## src/rtl/ps2_pkg.sv

```systemverilog
// Shared definitions for the PS/2 keyboard receiver: FSM encodings,
// prefix byte constants, frame geometry and a parity helper.
package ps2_pkg;

  // Receive FSM states
  typedef enum logic [1:0] {
    ST_IDLE   = 2'd0,
    ST_DATA   = 2'd1,
    ST_PARITY = 2'd2,
    ST_STOP   = 2'd3
  } ps2_state_e;

  // Prefix bytes: extended key and key release
  localparam logic [7:0] PS2_EXT = 8'hE0;
  localparam logic [7:0] PS2_REL = 8'hF0;

  // Device-to-host frame: start + 8 data + parity + stop
  localparam int unsigned PS2_FRAME_BITS = 11;
  localparam int unsigned PS2_DATA_BITS  = PS2_FRAME_BITS - 3;

  // Odd parity: data bits together with the parity bit must XOR to 1
  function automatic logic odd_parity_ok(input logic [7:0] d, input logic p);
    return ^{d, p};
  endfunction

endpackage

```

## src/rtl/ps2_line_filter.sv

```systemverilog
// Two-flop synchronizer followed by a FILTER_LEN-sample glitch filter for
// one asynchronous PS/2 line. The filtered level starts at 1 (idle bus) and
// only changes after FILTER_LEN consecutive samples of the opposite value.
// 'fall' is a registered one-cycle pulse coincident with a 1->0 change of
// the filtered level.
module ps2_line_filter
  import ps2_pkg::*;
#(
  parameter int unsigned FILTER_LEN = 8
) (
  input  logic clk,
  input  logic rst_n,
  input  logic din,
  output logic level,
  output logic fall
);

  localparam int unsigned CW = $clog2(FILTER_LEN);
  localparam logic [CW-1:0] CNT_LAST = CW'(FILTER_LEN - 1);

  logic          sync1_q, sync1_d;
  logic          sync2_q, sync2_d;
  logic          level_q, level_d;
  logic          fall_q,  fall_d;
  logic [CW-1:0] cnt_q,   cnt_d;

  // Next-state: synchronizer shift, run-length count of disagreeing samples
  always_comb begin
    sync1_d = din;
    sync2_d = sync1_q;
    level_d = level_q;
    cnt_d   = cnt_q;
    if (sync2_q != level_q) begin
      if (cnt_q == CNT_LAST) begin
        level_d = sync2_q;
        cnt_d   = {CW{1'b0}};
      end else begin
        cnt_d   = cnt_q + CW'(1);
      end
    end else begin
      cnt_d = {CW{1'b0}};
    end
    fall_d = level_q & ~level_d;
  end

  // State registers; idle bus level is 1
  always_ff @(posedge clk or negedge rst_n) begin
    if (!rst_n) begin
      sync1_q <= 1'b1;
      sync2_q <= 1'b1;
      level_q <= 1'b1;
      fall_q  <= 1'b0;
      cnt_q   <= {CW{1'b0}};
    end else begin
      sync1_q <= sync1_d;
      sync2_q <= sync2_d;
      level_q <= level_d;
      fall_q  <= fall_d;
      cnt_q   <= cnt_d;
    end
  end

  assign level = level_q;
  assign fall  = fall_q;

endmodule

```

## src/rtl/ps2_keyboard_rx.sv

```systemverilog
// Host-side PS/2 keyboard receiver. Filters PS2_CLK/PS2_DAT, deframes
// 11-bit device-to-host frames (start, 8 data LSB first, odd parity, stop),
// checks parity/start/stop and an inter-bit timeout, and presents bytes in a
// 1-deep valid/ack holding register with overrun detection.
// Optional feature macro PS2_EXT_DECODE_EN: absorbs E0/F0 prefix bytes and
// reports them as key_ext/key_rel alongside the next delivered byte.
module ps2_keyboard_rx
  import ps2_pkg::*;
#(
  parameter int unsigned FILTER_LEN  = 8,
  parameter int unsigned TIMEOUT_CYC = 25000
) (
  input  logic       clock_25,
  input  logic       reset_n,
  input  logic       ps2_clk,
  input  logic       ps2_dat,
  output logic [7:0] data,
  output logic       data_valid,
  input  logic       data_ack,
  output logic       key_ext,
  output logic       key_rel,
  output logic       err,
  output logic       overrun,
  output logic       busy
);

  localparam int unsigned    TW       = $clog2(TIMEOUT_CYC);
  localparam logic [TW-1:0]  TMO_LAST = TW'(TIMEOUT_CYC - 1);
  localparam logic [2:0]     BIT_LAST = 3'(PS2_DATA_BITS - 1);

  // Filtered lines
  logic clk_level_s, clk_fall_s;
  logic dat_level_s, dat_fall_s;
  logic unused_s;

  ps2_line_filter #(.FILTER_LEN(FILTER_LEN)) u_clk_filt (
    .clk   (clock_25),
    .rst_n (reset_n),
    .din   (ps2_clk),
    .level (clk_level_s),
    .fall  (clk_fall_s)
  );

  ps2_line_filter #(.FILTER_LEN(FILTER_LEN)) u_dat_filt (
    .clk   (clock_25),
    .rst_n (reset_n),
    .din   (ps2_dat),
    .level (dat_level_s),
    .fall  (dat_fall_s)
  );

  // Only the clock fall and the data level carry protocol meaning
  assign unused_s = &{1'b0, clk_level_s, dat_fall_s};

  // Receive state and output register
  ps2_state_e    state_q,      state_d;
  logic [2:0]    bit_cnt_q,    bit_cnt_d;
  logic [7:0]    shift_q,      shift_d;
  logic          par_bit_q,    par_bit_d;
  logic [TW-1:0] tmo_q,        tmo_d;
  logic [7:0]    data_q,       data_d;
  logic          data_valid_q, data_valid_d;
  logic          err_q,        err_d;
  logic          overrun_q,    overrun_d;
  logic          busy_q,       busy_d;
  logic          frame_ok_s;
  logic          deliver_s;
`ifdef PS2_EXT_DECODE_EN
  logic          ext_pend_q,   ext_pend_d;
  logic          rel_pend_q,   rel_pend_d;
  logic          key_ext_q,    key_ext_d;
  logic          key_rel_q,    key_rel_d;
`endif

  // Next-state: deframing FSM, timeout, holding register and prefix flags
  always_comb begin
    state_d      = state_q;
    bit_cnt_d    = bit_cnt_q;
    shift_d      = shift_q;
    par_bit_d    = par_bit_q;
    tmo_d        = tmo_q;
    data_d       = data_q;
    data_valid_d = data_valid_q;
    err_d        = 1'b0;
    overrun_d    = 1'b0;
    frame_ok_s   = 1'b0;
    deliver_s    = 1'b0;
`ifdef PS2_EXT_DECODE_EN
    ext_pend_d   = ext_pend_q;
    rel_pend_d   = rel_pend_q;
    key_ext_d    = key_ext_q;
    key_rel_d    = key_rel_q;
`endif

    // Consumer takes the byte; ack with nothing held is ignored
    if (data_ack && data_valid_q) begin
      data_valid_d = 1'b0;
    end else begin
      data_valid_d = data_valid_q;
    end

    // Inter-bit timer: restarts on each fall, runs only inside a frame
    if (clk_fall_s) begin
      tmo_d = {TW{1'b0}};
    end else if (state_q != ST_IDLE) begin
      tmo_d = tmo_q + TW'(1);
    end else begin
      tmo_d = {TW{1'b0}};
    end

    case (state_q)
      ST_IDLE: begin
        if (clk_fall_s) begin
          if (!dat_level_s) begin
            state_d   = ST_DATA;
            bit_cnt_d = 3'd0;
          end else begin
            err_d = 1'b1;
          end
        end else begin
          state_d = ST_IDLE;
        end
      end
      ST_DATA: begin
        if (clk_fall_s) begin
          shift_d = {dat_level_s, shift_q[7:1]};
          if (bit_cnt_q == BIT_LAST) begin
            state_d = ST_PARITY;
          end else begin
            bit_cnt_d = bit_cnt_q + 3'd1;
          end
        end else begin
          state_d = ST_DATA;
        end
      end
      ST_PARITY: begin
        if (clk_fall_s) begin
          par_bit_d = dat_level_s;
          state_d   = ST_STOP;
        end else begin
          state_d = ST_PARITY;
        end
      end
      ST_STOP: begin
        if (clk_fall_s) begin
          state_d = ST_IDLE;
          if (dat_level_s && odd_parity_ok(shift_q, par_bit_q)) begin
            frame_ok_s = 1'b1;
          end else begin
            err_d = 1'b1;
          end
        end else begin
          state_d = ST_STOP;
        end
      end
      default: begin
        state_d = ST_IDLE;
      end
    endcase

    // Inter-bit timeout abandons the partial frame
    if ((state_q != ST_IDLE) && !clk_fall_s && (tmo_q == TMO_LAST)) begin
      state_d = ST_IDLE;
      err_d   = 1'b1;
      tmo_d   = {TW{1'b0}};
    end else begin
      tmo_d = tmo_d;
    end

    // Good frame: prefix bytes are absorbed when decoding is enabled
    if (frame_ok_s) begin
`ifdef PS2_EXT_DECODE_EN
      if (shift_q == PS2_EXT) begin
        ext_pend_d = 1'b1;
      end else if (shift_q == PS2_REL) begin
        rel_pend_d = 1'b1;
      end else begin
        deliver_s = 1'b1;
      end
`else
      deliver_s = 1'b1;
`endif
    end else begin
      deliver_s = 1'b0;
    end

    // Delivery into the holding register; same-cycle ack frees the slot
    if (deliver_s) begin
      if (!data_valid_q || data_ack) begin
        data_d       = shift_q;
        data_valid_d = 1'b1;
`ifdef PS2_EXT_DECODE_EN
        key_ext_d    = ext_pend_q;
        key_rel_d    = rel_pend_q;
`endif
      end else begin
        overrun_d = 1'b1;
      end
`ifdef PS2_EXT_DECODE_EN
      ext_pend_d = 1'b0;
      rel_pend_d = 1'b0;
`endif
    end else begin
      overrun_d = 1'b0;
    end

`ifdef PS2_EXT_DECODE_EN
    // Any error also forgets a pending prefix
    if (err_d) begin
      ext_pend_d = 1'b0;
      rel_pend_d = 1'b0;
    end else begin
      ext_pend_d = ext_pend_d;
    end
`endif

    busy_d = (state_d != ST_IDLE);
  end

  // State and output registers
  always_ff @(posedge clock_25 or negedge reset_n) begin
    if (!reset_n) begin
      state_q      <= ST_IDLE;
      bit_cnt_q    <= 3'd0;
      shift_q      <= 8'h00;
      par_bit_q    <= 1'b0;
      tmo_q        <= {TW{1'b0}};
      data_q       <= 8'h00;
      data_valid_q <= 1'b0;
      err_q        <= 1'b0;
      overrun_q    <= 1'b0;
      busy_q       <= 1'b0;
`ifdef PS2_EXT_DECODE_EN
      ext_pend_q   <= 1'b0;
      rel_pend_q   <= 1'b0;
      key_ext_q    <= 1'b0;
      key_rel_q    <= 1'b0;
`endif
    end else begin
      state_q      <= state_d;
      bit_cnt_q    <= bit_cnt_d;
      shift_q      <= shift_d;
      par_bit_q    <= par_bit_d;
      tmo_q        <= tmo_d;
      data_q       <= data_d;
      data_valid_q <= data_valid_d;
      err_q        <= err_d;
      overrun_q    <= overrun_d;
      busy_q       <= busy_d;
`ifdef PS2_EXT_DECODE_EN
      ext_pend_q   <= ext_pend_d;
      rel_pend_q   <= rel_pend_d;
      key_ext_q    <= key_ext_d;
      key_rel_q    <= key_rel_d;
`endif
    end
  end

  assign data       = data_q;
  assign data_valid = data_valid_q;
  assign err        = err_q;
  assign overrun    = overrun_q;
  assign busy       = busy_q;
`ifdef PS2_EXT_DECODE_EN
  assign key_ext    = key_ext_q;
  assign key_rel    = key_rel_q;
`else
  assign key_ext    = 1'b0;
  assign key_rel    = 1'b0;
`endif

endmodule

```

## config.mk

```make
export PLATFORM = sky130hd
export DESIGN_NAME = ps2_keyboard_rx
export DESIGN_NICKNAME = d
export VERILOG_FILES = /design/src/rtl/ps2_pkg.sv /design/src/rtl/ps2_line_filter.sv /design/src/rtl/ps2_keyboard_rx.sv
export SDC_FILE = /design/constraint.sdc
export NUM_CORES = 1
export LEC_CHECK = 0
export CAP_MARGIN = 10
export CORE_UTILIZATION = 47
export CTS_BUF_LIST = sky130_fd_sc_hd__clkbuf_8
export CTS_CLUSTER_DIAMETER = 200
export CTS_CLUSTER_SIZE = 25
export DETAILED_ROUTE_END_ITERATION = 10
export DONT_BUFFER_PORTS = 1
export PLACE_DENSITY_LB_ADDON = 0.3
export SLEW_MARGIN = 20
export SYNTH_ARGS = -nofsm -noshare
export SYNTH_HDL_FRONTEND = slang
export SYNTH_HIERARCHICAL = 1
export SYNTH_SLANG_ARGS = --single-unit
export TNS_END_PERCENT = 100
```

## constraint.sdc

```tcl
create_clock -name clock_25 -period 6.2 [get_ports clock_25]
set_input_delay 0.62 -clock clock_25 [delete_from_list [all_inputs] [get_ports clock_25]]
set_output_delay 0.62 -clock clock_25 [all_outputs]
set_load 0.03 [all_outputs]
```

==> reports/summary.log, run 1 <==
[status] outcome finished, final reports clean
[worst_setup_path] startpoint type of the worst setup path register
[cells_and_area] area growth from synthesis to layout 7.29%
[floorplanning] starting density of the core 0.491
[power_and_ir_drop] part of the total power dissipated in combinational logic 0.075
[worst_setup_path] crit path capture type register
[run] maximum capacitance violations 0
[logic_synthesis] Synth Instances 209
[cts] clock latency on the worst-skew pair 0.30 ns
[worst_setup_path] Critical Path Start state_q[0]
[placement] pre-CTS setup slack 3.98 ns
[timing] slew at the pin closest to its max-slew limit 0.573 ns
[grt] first-pass GRT wire length 7030 µm
[cts] total clock buffers created by CTS 5
[grt] vias in the first global route 1543
[detailed_routing] vias after detailed routing 1437
[cts] TritonCTS clock tree built
[floorplanning] floorplan die area 0.00563 mm²
[placement] count of input and output buffers 0
[detailed_routing] Pre-Repair DR Iteration Count 4
[timing] setup clock skew after layout 0.00445 ns
[placement] post-placement cell count 274
[timing] relative slew slack 0.618
[worst_setup_path] maximum fanout along the worst path 8
[grt] initial antenna violation count 0
[timing] worst path setup slack after routing 3.98 ns
[cells_and_area] share of layout cells above drive strength 1 0.169
[cts] largest buffer count on any clock path 2
[placement] DPL Wire Length 2650 µm
[grt] pin count of the biggest net entering global routing 49
[placement] cell area reported after detailed placement 0.00257 mm²
[power_and_ir_drop] Power Internal 495 µW
[cts] Root Driver clkbuf_8
[timing] Final min period 2.22 ns
[power_and_ir_drop] clock network fraction of design power 0.309
[logic_synthesis] Netlist Area Pre-Place 0.00251 mm²
[power_and_ir_drop] power density over cell area 239 mW/mm²
[worst_setup_path] critical setup path kind register to register
[timing] final hold viol count 0
[cells_and_area] fin area 0.00269 mm²
[detailed_routing] initial drt markers 47
[timing] Setup Total Neg Slack 0 ns
[cts] number of cells upsized or downsized after cts 0
[placement] global placement routability congestion 0.750
[detailed_routing] remaining number of nets flagged by the antenna check after routing 0
[worst_setup_path] Required @ worst endpoint 6.39 ns
[detailed_routing] routed length per instance 13.8 µm
[floorplanning] Horiz. Die Dim 75.0 µm
[power_and_ir_drop] Max rail drop VDD 156 µV
[detailed_routing] final wirelength 3920 µm
[floorplanning] Std-Cell Core Area 0.00511 mm²
[cells_and_area] Total Nets Final 228
[power_and_ir_drop] proportion of power drawn by flip-flops and latches 0.616
[worst_setup_path] signal arrival time at the worst endpoint 2.41 ns
[timing] fmax 450 MHz
[cells_and_area] number of cells in the finished layout apart from fillers 283
[grt] GRT Overall Usage 0.170
[timing] share of the clock period used by the worst path 0.358
[timing] max-slew violation count 0
[cells_and_area] antenna cells 0
[logic_synthesis] warnings from Yosys 6
[grt] leftover overflow at the end of global routing 0
[power_and_ir_drop] switching portion of total power 0.232
[timing] number of setup violations in the final report 0
[detailed_routing] vias per std cell 5.08
[timing] RSZ-0062 raised after global routing false
[floorplanning] die extent in y 75.0 µm
[floorplanning] Cell Rows 26
[worst_hold_path] worst hold path type input port to async pin
[cts] TritonCTS sink count 54
[power_and_ir_drop] total leakage power 0.00120 µW
[power_and_ir_drop] switching power summed over all nets 149 µW
[detailed_routing] residual DRC count 0
[timing] worst-case hold slack 0.151 ns
[cts] clock edge transition at the registers on the reported setup and hold paths 0.09 ns
[logic_synthesis] Syn Area/Cell 12.0 µm²
[floorplanning] number of top-level design ports 19
[cts] depth of the CTS H-tree 2
[worst_setup_path] startpoint of the worst register-to-register path state_q[0]
## worst paths after layout
check / end / slack, ns / cells past startpoint
min in group clock_25: u_clk_filt/sync1_q / 0.31 / 0
min reg2reg: u_dat_filt/sync2_q / 0.36 / 0
max reg2reg: data[6] / 3.98 / 5
max in group asynchronous: u_dat_filt/cnt_q[1] / 5.83 / 1
max: data[6] / 3.98 / 5
min: u_clk_filt/sync2_q / 0.15 / 0
## power by group through the flow
stage	Clock, µW	Sequential [µW]	Combinational [µW]
final	199	397	48.0
after global routing	223	400	58.2
after CTS	209	398	49.5
after detailed placement	0	404	41.4
after global placement	0	403	39.6
after floorplan	0	399	36.5
## metal layers
layer / wire length [µm] / GRT usage
met4: 23 / 0.0461
met2: 1900 / 0.284
met3: 83 / 0.0522
met5: 0 / 0
met1: 1910 / 0.214
## critical path, cell delays in order, from the launching register on
cell	delay, ns
dfrtp_1	0.45
ha_1	0.27
nand2_1	0.12
or4b_1	0.56
mux2i_4	0.33
mux2_2	0.38
## what timing repair did
action                    4_1_cts  5_1_grt
hold buffers                    1        0
hold endpoints to repair       48        0
setup buffers                   0        0
## metrics by stage
step	power, µW	util
5_1_grt	681	0.526
6_report	644	0.526
4_1_cts	656	0.526
3_5_place_dp	446	0.502
3_3_place_gp	443	0.502
2_1_floorplan	435	-
## layout by cell type (no fill, tap or decap), types with 3 or more instances in the layout
master / n
nor3_1: 5
xor2_1: 5
clkbuf_8: 6
o21ai_0: 6
nand3_1: 10
and2_1: 5
ha_1: 11
a21oi_1: 3
xnor2_1: 13
dfstp_2: 6
dfrtp_1: 48
inv_1: 8
mux2_2: 17
nand2_1: 10
nor2_1: 20
nor4_1: 5
## area by class of cell
| type | count | area (µm²) |
|---|---|---|
| clock buffers | 6 | 82.6 |
| inverters | 8 | 30.0 |
| flip-flops and latches | 54 | 1360 |
| fillers | 459 | 2420 |
| well taps | 70 | 87.6 |
| multi-input cells | 142 | 1090 |
| clock inverters | 2 | 12.5 |
| repair buffers | 1 | 27.5 |
## flip-flops by register name, indices dropped and copies added, names as in the netlist, 2 cells and up
signal / flops
bit_cnt_q: 3
data: 8
shift_q: 8
state_q: 2
tmo_q: 15
u_clk_filt/cnt_q: 3
u_dat_filt/cnt_q: 3
Note: power is estimated with default switching activity, not from simulation.
==> run 2, diff against run 1 <==
clock period = 1.95 ns   (was 6.2 ns; I/O delays follow)
==> run 2 against run 1 <==
- the run now ends with negative setup slack left
- sequential cell count unchanged
- worst hold slack got worse by 0.015 ns
- utilization increased by 4.9 points
- clock skew grew 0.0020 ns
- worst setup slack got worse by 4.0 ns
- clock power rose to 3.2 times the previous value
- critical path depth did not move
- critical endpoint is now data[5]
- largest cell class unchanged
- largest power group unchanged
==> reports/summary.log, run 2 (synthesis gave the netlist of run 1 again) <==
[floorplanning] starting density of the core 0.491 [unchanged]
[timing] Setup Total Neg Slack -0.446 ns [-0.446 ns]
[power_and_ir_drop] total leakage power 0.00135 µW [+12%]
[placement] post-placement cell count 296 [+8.0%]
[worst_setup_path] critical setup path kind register to register
[cts] clock edge transition at the registers on the reported setup and hold paths 0.10 ns [about the same]
[cells_and_area] area growth from synthesis to layout 17.3%
[timing] fmax 495 MHz [+10%]
[floorplanning] number of top-level design ports 19 [unchanged]
[cells_and_area] largest reg by FF count tmo_q
[cells_and_area] multi-input gate area in the final layout 0.00112 mm² [+2.6%]
[floorplanning] Std-Cell Core Area 0.00511 mm² [unchanged]
[worst_hold_path] worst hold path type input port to register
[status] violations in the final reports negative setup slack
[detailed_routing] remaining number of nets flagged by the antenna check after routing 0 [unchanged]
[detailed_routing] routed length per instance 13.0 µm [-5.8%]
[timing] share of the clock period used by the worst path 1.04 [+0.678]
[cts] clock latency on the worst-skew pair 0.30 ns [about the same]
[cts] total clock buffers created by CTS 5 [unchanged]
[timing] number of setup violations in the final report 8 [+8]
[cells_and_area] Sequential cell area 0.00136 mm² [unchanged]
[grt] pin count of the biggest net entering global routing 55 [+12%]
[grt] first-pass GRT wire length 7360 µm [+4.6%]
[power_and_ir_drop] sum of internal, switching and leakage power 2070 µW [+220%]
[grt] GRT Overall Usage 0.173 [+0.00394]
[worst_setup_path] register-to-register setup slack -0.07 ns [-4.05 ns]
[timing] worst-case hold slack 0.136 ns [-0.0147 ns]
[worst_setup_path] Worst setup endpoint data[5]
[worst_setup_path] crit path capture type register
[timing] final hold viol count 0 [unchanged]
[placement] count of input and output buffers 0 [unchanged]
[worst_setup_path] Critical Path Start shift_q[0]
[cells_and_area] flip-flop count of the largest register after layout 15 [unchanged]
[cells_and_area] number of cells in the finished layout apart from fillers 309 [+9.2%]
[floorplanning] Horiz. Die Dim 75.0 µm [unchanged]
[worst_setup_path] maximum single-stage delay on the critical path 0.51 ns [-0.05 ns]
[cts] largest buffer count on any clock path 2 [unchanged]
[cells_and_area] number of filler instances in the final layout 437 [-4.8%]
[cts] TritonCTS sink count 54 [unchanged]
[floorplanning] floorplan die area 0.00563 mm² [unchanged]
[detailed_routing] residual DRC count 0 [unchanged]
[timing] Final min period 2.02 ns [-0.202 ns]
[detailed_routing] final wirelength 4030 µm [+2.9%]
[status] outcome complete, but fails checks
[worst_setup_path] Required @ worst endpoint 2.15 ns [-4.24 ns]
[cells_and_area] end-of-flow core utilization 0.575 [+0.0490]
[worst_setup_path] critical path cell sequence xnor3_1 -> or4b_4 -> mux2i_4 -> buf_6 -> mux2_2
[grt] leftover overflow at the end of global routing 0 [unchanged]
[worst_setup_path] maximum fanout along the worst path 4 [-4]
[run] maximum capacitance violations 0 [unchanged]
[worst_setup_path] R2R depth 5 [unchanged]
[timing] worst path setup slack after routing -0.0709 ns [-4.05 ns]
[cells_and_area] leading cell type in the layout, fill and taps excluded dfrtp_1
[worst_setup_path] signal arrival time at the worst endpoint 2.22 ns [-0.19 ns]
[placement] global placement routability congestion 0.781 [+4.1%]
[worst_setup_path] startpoint type of the worst setup path register
[cells_and_area] antenna cells 0 [unchanged]
[timing] max-slew violation count 0 [unchanged]
[worst_setup_path] standard cell with the maximum stage delay on the critical path or4b_4
[cts] TritonCTS clock tree built
[placement] DPL Wire Length 2800 µm [+5.7%]
[detailed_routing] vias after detailed routing 1577 [+9.7%]
[floorplanning] die extent in y 75.0 µm [unchanged]
[timing] RSZ-0062 raised after global routing true
[floorplanning] Cell Rows 26 [unchanged]
[power_and_ir_drop] Max rail drop VDD 438 µV [+180%]
[worst_setup_path] startpoint of the worst register-to-register path shift_q[0]
[cells_and_area] Total Nets Final 254 [+11%]
[cells_and_area] most frequent cells in the layout dfrtp_1, nor2_1, buf_4
[cells_and_area] share of layout cells above drive strength 1 0.255 [+0.0862]
[grt] vias in the first global route 1669 [+8.2%]
[power_and_ir_drop] power density over cell area 704 mW/mm² [+190%]
[timing] setup clock skew after layout 0.00640 ns [+0.00196 ns]
[worst_setup_path] end of the worst register-to-register path data[5]
[detailed_routing] vias per std cell 5.10 [+0.51%]
[detailed_routing] initial drt markers 86 [+83%]
[cts] Root Driver clkbuf_8
[grt] initial antenna violation count 0 [unchanged]
[detailed_routing] Pre-Repair DR Iteration Count 3 [-1]
[cts] depth of the CTS H-tree 2 [unchanged]
## run 2: cell count changes in the layout (fill, tap and decap cells not counted), sizes merged
cell	delta
buf	+23
dlygate4sd3	+3
clkbuf	-1
inv	+1
## run 2: final cells by class
cell class,count,share of cell area
sequential,54,0.462
multi-input combinational,142,0.381
timing repair buffer,27,0.0851
tap,70,0.0298
clock buffer,5,0.0234
inverter,8,0.0102
clock inverter,3,0.00851
## run 2: how the worst min path moves through the flow
| stage | depth (start not counted) | slack (ns) | from | endpoint |
|---|---|---|---|---|
| 4_1_cts | 2 | 0.13 | data_ack | overrun |
| 2_1_floorplan | 0 | -0.10 | reset_n | bit_cnt_q[0] |
| 5_1_grt | 2 | 0.15 | data_ack | overrun |
| 6_report | 2 | 0.14 | data_ack | overrun |
| 3_3_place_gp | 0 | -0.1 | reset_n | u_clk_filt/cnt_q[1] |
| 3_5_place_dp | 0 | -0.1 | reset_n | u_clk_filt/cnt_q[1] |
## run 2: power breakdown
group	switching, µW	total (µW)	internal (µW)	leakage, µW
combinational	101	198	97.2	0.000572
clock	371	631	260	0.0000447
sequential	37.1	1240	1200	0.000729
total	509	2070	1560	0.00135
## run 2: what timing repair did
| item | CTS | global route |
|---|---|---|
| hold buffers | 4 | 0 |
| pin swaps | 1 | 1 |
| hold endpoints to repair | 56 | 0 |
| gates cloned | 0 | 0 |
| setup endpoints to repair | 8 | 14 |
| gates resized for setup | 0 | 8 |
| setup buffers | 1 | 0 |
## run 2: through the flow
step                cell area [µm²]  setup slack (ns)
floorplan                      2510           -0.0448
global placement               2750           -0.0563
detailed placement             2750           -0.0762
CTS                            2910           -0.0930
global route                   2940            -0.157
finish                         2940           -0.0709
## run 2: worst max-delay path, delay by kind of cell (launching register included)
kind | cells | cell delay [ns]
flops | 1 | 0.39
buf+inv | 1 | 0.14
mux | 2 | 0.50
simple gates | 1 | 0.51
xor+xnor | 1 | 0.38
## run 2: layer usage
layer  share of wire  global-route usage  vias up
met3           0.025              0.0415        7
met2            0.49               0.307       13
li1                -                   -      778
met5               0                   0        -
met4           0.012              0.0566        0
met1            0.47               0.208      779
